--- config.mk ---
export PLATFORM = sky130hd
export DESIGN_NAME = serial_byte_capture_flat
export DESIGN_NICKNAME = d
export VERILOG_FILES = /design/src/rtl/serial_byte_capture_if.sv /design/src/rtl/serial_byte_capture.sv /design/src/flat_wrapper.sv
export SDC_FILE = /design/constraint.sdc
export NUM_CORES = 1
export LEC_CHECK = 0
export BUFFER_PORTS_ARGS = -buffer_cell sky130_fd_sc_hd__buf_2
export CAP_MARGIN = 5
export CORE_AREA = 2 2 94 96
export CTS_BUF_LIST = sky130_fd_sc_hd__clkbuf_4 sky130_fd_sc_hd__clkbuf_8
export DETAILED_ROUTE_END_ITERATION = 10
export DIE_AREA = 0 0 96 98
export GPL_TIMING_DRIVEN = 0
export HOLD_SLACK_MARGIN = 0.03
export PLACE_DENSITY = 0.66
export SLEW_MARGIN = 40
export SYNTH_ARGS = -nofsm -noshare
export SYNTH_HDL_FRONTEND = slang
export SYNTH_SLANG_ARGS = --single-unit
export TNS_END_PERCENT = 20
--- constraint.sdc ---
create_clock -name iClk -period 6.5 [get_ports iClk]
set_input_delay 0.325 -clock iClk [delete_from_list [all_inputs] [get_ports iClk]]
set_output_delay 0.325 -clock iClk [all_outputs]
set_load 0.005 [all_outputs]
--- src/rtl/serial_byte_capture_if.sv ---
// serial_byte_capture_if
//   Groups the serial-side inputs and the parallel-side results of the
//   serial byte capture block.
//   master : producer of iData/iSelect, consumer of the results.
//   slave  : the capture block itself.
//   Signals:
//     iData        serial data bit (asynchronous to the capture clock)
//     iSelect[2:0] bit index accompanying iData (asynchronous, may glitch)
//     oByte[7:0]   last completed word
//     oValid       one-cycle pulse when oByte updates
//     oSeqErr      one-cycle pulse on an out-of-order index
//     oErrCount    saturating sequence-error count
//     oFrameCount  wrapping completed-frame count
//     oBusy        high while a frame is being collected
interface serial_byte_capture_if;
   logic       iData;
   logic [2:0] iSelect;
   logic [7:0] oByte;
   logic       oValid;
   logic       oSeqErr;
   logic [7:0] oErrCount;
   logic [7:0] oFrameCount;
   logic       oBusy;

   modport master (
      output iData, iSelect,
      input  oByte, oValid, oSeqErr, oErrCount, oFrameCount, oBusy
   );

   modport slave (
      input  iData, iSelect,
      output oByte, oValid, oSeqErr, oErrCount, oFrameCount, oBusy
   );
endinterface

--- src/rtl/serial_byte_capture.sv ---
// serial_byte_capture
//   Rebuilds an 8-bit word from a slow serial bit plus its 3-bit index.
//   Both inputs are resynchronised, the index is glitch-filtered, and each
//   stable index is accepted exactly once. Indices must arrive 0..7 in order;
//   out-of-order indices are counted as sequence errors, complete frames are
//   counted and presented on oByte with a one-cycle oValid strobe.
//   Ports:
//     iClk    system clock, all state on posedge
//     iRst_n  asynchronous active-low reset
//     bus     serial_byte_capture_if.slave (iData/iSelect in, results out)
//   Parameters:
//     STABLE  synced cycles an index must hold before acceptance (1..15)
//     TIMEOUT cycles without an accept while collecting before the partial
//             frame is dropped (>= 2)
module serial_byte_capture #(
   parameter int STABLE  = 4,
   parameter int TIMEOUT = 100000000
) (
   input  logic                  iClk,
   input  logic                  iRst_n,
   serial_byte_capture_if.slave  bus
);

   localparam int                TMO_W    = $clog2(TIMEOUT);
   localparam logic [3:0]        STABLE_C = 4'(STABLE);
   localparam logic [TMO_W-1:0]  TMO_LAST = TMO_W'(TIMEOUT - 1);
   localparam logic [TMO_W-1:0]  TMO_ONE  = TMO_W'(1);

   typedef enum logic {
      HUNT    = 1'b0,
      COLLECT = 1'b1
   } state_t;

   function automatic logic [7:0] sat_inc8(input logic [7:0] v);
      return (v == 8'hFF) ? v : v + 8'd1;
   endfunction

   // p0/p1: two-flop synchronisers; p2: previous synced value, used both for
   // change detection and as the value the stability counter describes.
   logic [2:0] sel_p0, sel_p1, sel_p2;
   logic       data_p0, data_p1, data_p2;
   logic [3:0] stab_cnt;
   logic [2:0] last_sel;
   logic       last_vld;
   logic       accept;

   // stab_cnt is the run length of the value now in sel_p2, so the accepted
   // index and bit come from the p2 stage.
   assign accept = (stab_cnt == STABLE_C) && (!last_vld || (sel_p2 != last_sel));

   always_ff @(posedge iClk or negedge iRst_n) begin
      if (!iRst_n) begin
         sel_p0   <= '0;
         sel_p1   <= '0;
         sel_p2   <= '0;
         data_p0  <= 1'b0;
         data_p1  <= 1'b0;
         data_p2  <= 1'b0;
         stab_cnt <= '0;
         last_sel <= '0;
         last_vld <= 1'b0;
      end else begin
         sel_p0  <= bus.iSelect;
         sel_p1  <= sel_p0;
         sel_p2  <= sel_p1;
         data_p0 <= bus.iData;
         data_p1 <= data_p0;
         data_p2 <= data_p1;
         if (sel_p1 != sel_p2)
            stab_cnt <= 4'd1;
         else if (stab_cnt != STABLE_C)
            stab_cnt <= stab_cnt + 4'd1;
         if (accept) begin
            last_sel <= sel_p2;
            last_vld <= 1'b1;
         end
      end
   end

   // Frame assembly state machine
   state_t           state, state_nxt;
   logic [2:0]       expected, expected_nxt;
   logic [7:0]       asm_bits, asm_nxt;
   logic [7:0]       frame_bits;
   logic [TMO_W-1:0] tmo_cnt, tmo_nxt;
   logic [7:0]       byte_r, byte_nxt;
   logic             valid_r, valid_nxt;
   logic             seqerr_r, seqerr_nxt;
   logic [7:0]       errcnt_r, errcnt_nxt;
   logic [7:0]       framecnt_r, framecnt_nxt;

   always_ff @(posedge iClk or negedge iRst_n) begin
      if (!iRst_n) begin
         state      <= HUNT;
         expected   <= '0;
         asm_bits   <= '0;
         tmo_cnt    <= '0;
         byte_r     <= '0;
         valid_r    <= 1'b0;
         seqerr_r   <= 1'b0;
         errcnt_r   <= '0;
         framecnt_r <= '0;
      end else begin
         state      <= state_nxt;
         expected   <= expected_nxt;
         asm_bits   <= asm_nxt;
         tmo_cnt    <= tmo_nxt;
         byte_r     <= byte_nxt;
         valid_r    <= valid_nxt;
         seqerr_r   <= seqerr_nxt;
         errcnt_r   <= errcnt_nxt;
         framecnt_r <= framecnt_nxt;
      end
   end

   always_comb begin
      state_nxt    = state;
      expected_nxt = expected;
      asm_nxt      = asm_bits;
      tmo_nxt      = tmo_cnt;
      byte_nxt     = byte_r;
      valid_nxt    = 1'b0;
      seqerr_nxt   = 1'b0;
      errcnt_nxt   = errcnt_r;
      framecnt_nxt = framecnt_r;
      frame_bits   = asm_bits;
      frame_bits[sel_p2] = data_p2;

      case (state)
         HUNT: begin
            tmo_nxt = '0;
            if (accept && (sel_p2 == 3'd0)) begin
               asm_nxt      = {7'b0, data_p2};
               expected_nxt = 3'd1;
               state_nxt    = COLLECT;
            end
         end
         COLLECT: begin
            // An accept always takes priority over an expiring timeout.
            if (accept) begin
               tmo_nxt = '0;
               if (sel_p2 == expected) begin
                  asm_nxt      = frame_bits;
                  expected_nxt = expected + 3'd1;
                  if (sel_p2 == 3'd7) begin
                     byte_nxt     = frame_bits;
                     valid_nxt    = 1'b1;
                     framecnt_nxt = framecnt_r + 8'd1;
                     state_nxt    = HUNT;
                  end
               end else begin
                  seqerr_nxt = 1'b1;
                  errcnt_nxt = sat_inc8(errcnt_r);
                  if (sel_p2 == 3'd0) begin
                     asm_nxt      = {7'b0, data_p2};
                     expected_nxt = 3'd1;
                  end else begin
                     asm_nxt   = '0;
                     state_nxt = HUNT;
                  end
               end
            end else if (tmo_cnt == TMO_LAST) begin
               tmo_nxt   = '0;
               asm_nxt   = '0;
               state_nxt = HUNT;
            end else begin
               tmo_nxt = tmo_cnt + TMO_ONE;
            end
         end
         default: state_nxt = HUNT;
      endcase
   end

   assign bus.oByte       = byte_r;
   assign bus.oValid      = valid_r;
   assign bus.oSeqErr     = seqerr_r;
   assign bus.oErrCount   = errcnt_r;
   assign bus.oFrameCount = framecnt_r;
   assign bus.oBusy       = (state == COLLECT);

endmodule
--- src/flat_wrapper.sv ---
// flat-port wrapper written by rule: the top's interface ports become plain ports
module serial_byte_capture_flat 
#(
   parameter int STABLE  = 4,
   parameter int TIMEOUT = 100000000
)
  (iClk, iRst_n, bus_iData, bus_iSelect, bus_oByte, bus_oValid, bus_oSeqErr, bus_oErrCount, bus_oFrameCount, bus_oBusy);
  serial_byte_capture_if bus_i ();
  input  logic iClk;
  input  logic iRst_n;
  input wire logic [$bits(bus_i.iData)-1:0] bus_iData;
  input wire logic [$bits(bus_i.iSelect)-1:0] bus_iSelect;
  output wire logic [$bits(bus_i.oByte)-1:0] bus_oByte;
  output wire logic [$bits(bus_i.oValid)-1:0] bus_oValid;
  output wire logic [$bits(bus_i.oSeqErr)-1:0] bus_oSeqErr;
  output wire logic [$bits(bus_i.oErrCount)-1:0] bus_oErrCount;
  output wire logic [$bits(bus_i.oFrameCount)-1:0] bus_oFrameCount;
  output wire logic [$bits(bus_i.oBusy)-1:0] bus_oBusy;
  assign bus_i.iData = bus_iData;
  assign bus_i.iSelect = bus_iSelect;
  assign bus_oByte = bus_i.oByte;
  assign bus_oValid = bus_i.oValid;
  assign bus_oSeqErr = bus_i.oSeqErr;
  assign bus_oErrCount = bus_i.oErrCount;
  assign bus_oFrameCount = bus_i.oFrameCount;
  assign bus_oBusy = bus_i.oBusy;
  serial_byte_capture #(.STABLE(STABLE), .TIMEOUT(TIMEOUT)) u_core (.iClk(iClk), .iRst_n(iRst_n), .bus(bus_i));
endmodule
* Yosys cells after proc, flatten, opt, wreduce, memory -nomap -nowiden
Cells that the tools add are included.
** Word-level totals
- Register bits after elaboration :: 85
- Bits of input ports :: 6
- Output and inout port bits :: 27
- Logic and storage cells :: 84
** Cells by class
- Add/sub/neg operators :: 5
- $lt $le $gt $ge :: 2
- Equal/unequal tests :: 12
- Muxes and demuxes :: 33
- Bitwise logic cells :: 3
- Reduce and logical (&&, ||, !) cells :: 11
** Operators by type and width (count)
- $mux 27 :: 2
- $pmux 27 s2 :: 1
- $mux 8 :: 4
- $add 27x1->27 const B :: 1
- $eq 27x27->1 const B :: 1
- $add 8x1->8 const B :: 2
- $pmux 8 s2 :: 1
- $mux 1 :: 15
- $mux 3 :: 4
- $bwmux 8 :: 1
- $eq 8x8->1 const B :: 1
- $mux 4 :: 2
- $reduce_and 4->1 :: 2
- $ne 3x3->1 :: 2
- $pmux 3 s2 :: 1
- $add 4x1->4 const B :: 1
- $eq 4x3->1 const B :: 1
- $lt 3x4->1 const B :: 1
- $ne 2x1->1 const B :: 2
- $ne 4x3->1 const B :: 1
- $add 3x1->3 const B :: 1
- $demux 1 s3 :: 1
- $eq 3x3->1 :: 1
- $eq 3x3->1 const B :: 1
- 12 further kinds :: 16

* Logic depth before layout (Yosys ltp)
- Word-level depth :: 8
- Depth in mapped cells :: 8
- Mapped depth without buffers :: 7

* Worst setup path after synthesis
No wires, ideal clock.
- Path kind :: flip-flop to flip-flop
- From :: register u_core.stab_cnt[0]
- To :: register u_core.errcnt_r[4] (netlist: u_core.bus.oErrCount[4])
- Arrival :: 1.994 ns
- Slack :: 4.379 ns
- Stages on the path, launching flop included :: 8
- Path buffers :: 0
- Period minus slack after synthesis :: 2.121 ns
- Cell sequence :: dfrtp_1 -> inv_1 -> ha_1 -> nand3b_1 -> a41oi_4 -> nand2_2 -> nor4b_2 -> mux2_1
** Between the ends
- Longest elaborated chain between the ends :: 3
** RTL lines
- from (decl) :: line serial_byte_capture.sv:42 : logic [3:0] stab_cnt;
- from (signal assigned) :: line serial_byte_capture.sv:72 : stab_cnt <= stab_cnt + 4'd1;
- $eq 4x3->1 :: line serial_byte_capture.sv:49 : assign accept = (stab_cnt == STABLE_C) && (!last_vld || (sel_p2 != last_sel));
- $logic_and 1x1->1 :: line serial_byte_capture.sv:49
- $reduce_and 4->1 (no line)
- to (signal assigned) :: line serial_byte_capture.sv:111 : errcnt_r <= errcnt_nxt;
- to (decl) :: line serial_byte_capture.sv:89 : logic [7:0] errcnt_r, errcnt_nxt;
Every way passes these cells.
A chain may end at the register's enable or synchronous reset.

* Final worst setup path
- From :: register u_core.stab_cnt[0]
- To :: register u_core.tmo_cnt[20]
** Between the ends
- Longest elaborated chain between the ends :: 4
** RTL lines
- $eq 4x3->1 :: line serial_byte_capture.sv:49
- $logic_and 1x1->1 :: line serial_byte_capture.sv:49
- $mux 27 :: line serial_byte_capture.sv:140 : if (accept) begin
- $pmux 27 s2 :: line serial_byte_capture.sv:129 : case (state)
- net u_core.tmo_nxt[20] :: line serial_byte_capture.sv:85 : logic [TMO_W-1:0] tmo_cnt, tmo_nxt;
- to (signal assigned) :: line serial_byte_capture.sv:107 : tmo_cnt <= tmo_nxt;
- to (decl) :: line serial_byte_capture.sv:85
The timed path passes the listed nets, and every way through them passes these cells.

==> results.sh <==
export IMPL_outcome="complete, no violations"
export IMPL_clock_fmax_ghz=0.398
export IMPL_final_period_utilization_pct=38.7
export IMPL_die_h_um=98
export IMPL_synth_simple_area_share_pct=20.1
export IMPL_core_area_um2=8470
export IMPL_hpwl_um=4750
export IMPL_placed_cell_area_um2=4120
export IMPL_slew_viol_final=0
export IMPL_whs_path_depth=1
export IMPL_final_util_pct=51.0
export IMPL_ir_worst_vdd_v=0.000114
export IMPL_setup_violations=0
export IMPL_overflow=0
export IMPL_grt_max_degree=51
export IMPL_synth_top_family_by_area="simple AND/OR/NAND/NOR gates"
export IMPL_area_growth_pct=14.0
export IMPL_hold_start="bus_iSelect[1]"
export IMPL_ant_nets=0
export IMPL_ios=33
export IMPL_ctsLongestPathBuffers=2
export IMPL_max_stage_delay_ns=0.55
export IMPL_cts_tree="yes"
export IMPL_rrSetupSlack_ns=3.99
export IMPL_crit_chain="inv_1 -> ha_1 -> nand3b_1 -> a41oi_4 -> a31oi_1 -> nand2_1 -> buf_2 -> nor2_1"
export IMPL_whs_ns=0.0713
export IMPL_comb_power_share_pct=4.2
export IMPL_seq_area_frac_synth_pct=55.4
export IMPL_syn_area_um2=3790
export IMPL_h_tree_depth=3
export IMPL_r2r_end="u_core.tmo_cnt[20]"
export IMPL_worst_pin_slew_ns=0.603
export IMPL_fin_skew_ns=0.00869
export IMPL_ys_warn_count=0
export IMPL_hold_class="in2reg"
export IMPL_synth_seq_cells=84
export IMPL_startpoint_type="flop"
export IMPL_syn_avg_cell_area_um2=11.3
export IMPL_synth_xor_area_share_pct=11.1
export IMPL_arrival_ns=2.75
export IMPL_gp_routability_congestion=0.774
export IMPL_synthesis_nets=347
export IMPL_synth_compound_area_share_pct=5.02
export IMPL_whs_endpoint="u_core.sel_p0[1]"
export IMPL_rsz0062_at_grt="no"
export IMPL_io_buffers=32
export IMPL_ys_async_sr_fraction_pct=100
export IMPL_fin_crit_ns=2.51
export IMPL_cap_violations=0
export IMPL_drtPass1Iterations=4
export IMPL_seq_power_share_pct=57.9
export IMPL_wl_um=6870
export IMPL_p_switching_uw=230
export IMPL_critPathKind="reg2reg"
export IMPL_slew_headroom_pct=59.8
export IMPL_worst_path_max_delay_cell="a41oi_4"
export IMPL_yosys_area_top_type_share_pct=55.4
export IMPL_final_setup_tns_ns=0
export IMPL_synth_area_mux_share_pct=4.79
export IMPL_netlist_instances=335
export IMPL_cts_sinks=84
export IMPL_post_route_drc_count=0
export IMPL_p_leak_uw=0.00201
export IMPL_start_util_pct=44.8
export IMPL_pre_cts_slack_ns=4.05
export IMPL_synth_adder_area_share_pct=1.98
export IMPL_die_x_um=96
export IMPL_reg2regPathDepth=8
export IMPL_vias=2561
export IMPL_setup_ws_ns=3.99
export IMPL_clk_pin_slew_ns=0.09
export IMPL_clk_latency_ns=0.35
export IMPL_fillers=754
export IMPL_cts_root_buffer="clkbuf_8"
export IMPL_final_area_um2=4320
export IMPL_post_cts_setup_buffers=0
export IMPL_synth_edff_count=0
export IMPL_hold_viol=0
export IMPL_dominantRegCellSynth="dfrtp_1"
export IMPL_grt_pass1_vias=2547
export IMPL_wl_per_cell_um=13.9
export IMPL_via_per_inst=5.19
export IMPL_cp_required_ns=6.74
export IMPL_numCtsBuffers=9
export IMPL_fin_nets=392
export IMPL_drt_iter0_drc=95
export IMPL_netSwitchingFraction_pct=24.8
export IMPL_powerDensity_nw_per_um2=214
export IMPL_die_area_um2=9410
export IMPL_grt_first_pass_wirelength_um=12300
export IMPL_row_count=34
export IMPL_path_max_fanout=10
export IMPL_grt_total_usage_pct=16.6
export IMPL_p_clk_share_pct=37.9
export IMPL_antenna_found_initial=0
export IMPL_diodes=0
export IMPL_synth_area_leaders="dfrtp_1 55%, xnor2_1 6.2%, nor2_1 5.2%, xor2_1 4.9%, mux2i_1 2.1%"
export IMPL_endpoint_kind="flop"
export IMPL_synth_top_area_cell="dfrtp_1"
export IMPL_ys_types=44
export IMPL_reg2reg_from="u_core.stab_cnt[0]"
export IMPL_power_internal_uw=696
export IMPL_drive_gt1_share_pct=18.4
==> power by group through the flow <==
stage	Combinational, µW	Clock, µW	Sequential (µW)
after detailed placement	39.3	0	547
after global routing	44.5	383	537
after floorplan	20.3	0	545
after CTS	40.0	360	536
final	38.7	351	536
after global placement	35.7	0	546
==> cell usage in the layout (no fill, tap or decap), drive strengths merged, types with 2 or more instances in the layout <==
master	n
mux2i	8
nand4	12
xnor2	27
nand2	22
clkinv	3
o2bb2ai	7
buf	39
clkinvlp	2
nor3	6
nand3b	4
clkbuf	14
a21oi	8
and4	2
mux2	9
and3	7
nor2b	2
nor2	53
xor2	21
ha	6
nor3b	2
nand3	17
inv	5
dfrtp	84
nand2b	3
nor4	7
==> worst max-delay path: cells and delay by family, from the launching register on <==
family	cells	cell delay [ns]
AND/OR/NAND/NOR	3	0.73
buffers and inverters	2	0.35
flip-flops	1	0.43
AO/OA/AOI/OAI	2	0.73
adder cells (fa/ha/maj)	1	0.16
==> synthesized netlist by cell type, types with 2 or more instances <==
library cell / number
buf_2: 3
nand3_1: 16
a21oi_1: 8
nor4_1: 4
dfrtp_1: 84
xor2_1: 21
and3_1: 7
nor2_1: 53
xnor2_1: 27
mux2i_1: 8
o2bb2ai_1: 7
nor2b_1: 2
ha_1: 6
mux2_1: 2
and4_1: 2
nor3_1: 6
nor4_2: 2
mux2_2: 7
nand3b_1: 4
nor3b_1: 2
buf_1: 2
nand2b_1: 3
clkbuf_1: 4
nand4_1: 12
inv_1: 4
nand2_1: 21
==> sequential cells by signal, summed over array words and instances (netlist names), 4 cells and up <==
signal	cells
u_core.asm_bits	7
u_core.bus.oByte	8
u_core.bus.oErrCount	8
u_core.bus.oFrameCount	8
u_core.stab_cnt	4
u_core.tmo_cnt	27
==> metal layers <==
metal  routed length, µm  global-route usage (%)
met5                   0                       0
met4                 136                    6.92
met3                 180                    2.78
met2                3320                    25.1
met1                3240                    23.8
==> how the worst max path moves through the flow <==
stage | slack (ns) | startpoint | endpoint | cells past startpoint
final | 3.99 | u_core.stab_cnt[0] | u_core.tmo_cnt[20] | 8
after global routing | 3.82 | u_core.stab_cnt[0] | u_core.tmo_cnt[8] | 8
after CTS | 3.99 | u_core.stab_cnt[0] | u_core.tmo_cnt[16] | 8
after detailed placement | 4.05 | u_core.stab_cnt[0] | u_core.tmo_cnt[20] | 8
after global placement | 4.06 | u_core.stab_cnt[0] | u_core.tmo_cnt[24] | 8
after floorplan | 4.38 | u_core.stab_cnt[0] | u_core.bus.oErrCount[4] | 7
==> final cells by class <==
| type | instances | area [µm²] | area share, % |
|---|---|---|---|
| Sequential cell | 84 | 2100 | 48.6 |
| Tap cell | 108 | 135 | 3.13 |
| Clock buffer | 10 | 138 | 3.18 |
| Multi-Input combinational cell | 237 | 1630 | 37.8 |
| Inverter | 4 | 15.0 | 0.347 |
| Buffer | 10 | 45.0 | 1.04 |
| Clock inverter | 6 | 48.8 | 1.13 |
| Timing Repair Buffer | 34 | 204 | 4.72 |
==> cell families after synthesis <==
family / Yosys count
DFF: 84
adders and majority gates: 6
muxes: 17
buffers and inverters: 14
AOI/OAI and AO/OA: 24
xor gates and xnor gates: 48
and+or+nand+nor: 142
==> stage by stage <==
stage / instances / total power, µW
after global placement: 475 / 582
after CTS: 493 / 936
after global routing: 493 / 965
after detailed placement: 476 / 586
after floorplan: 335 / 566
final: 493 / 926
==> repair_timing <==
action	CTS	global route
hold buffers	1	0
gates resized for setup	0	0
endpoints found under the hold margin	34	0
(Power assumes the default switching activity.)
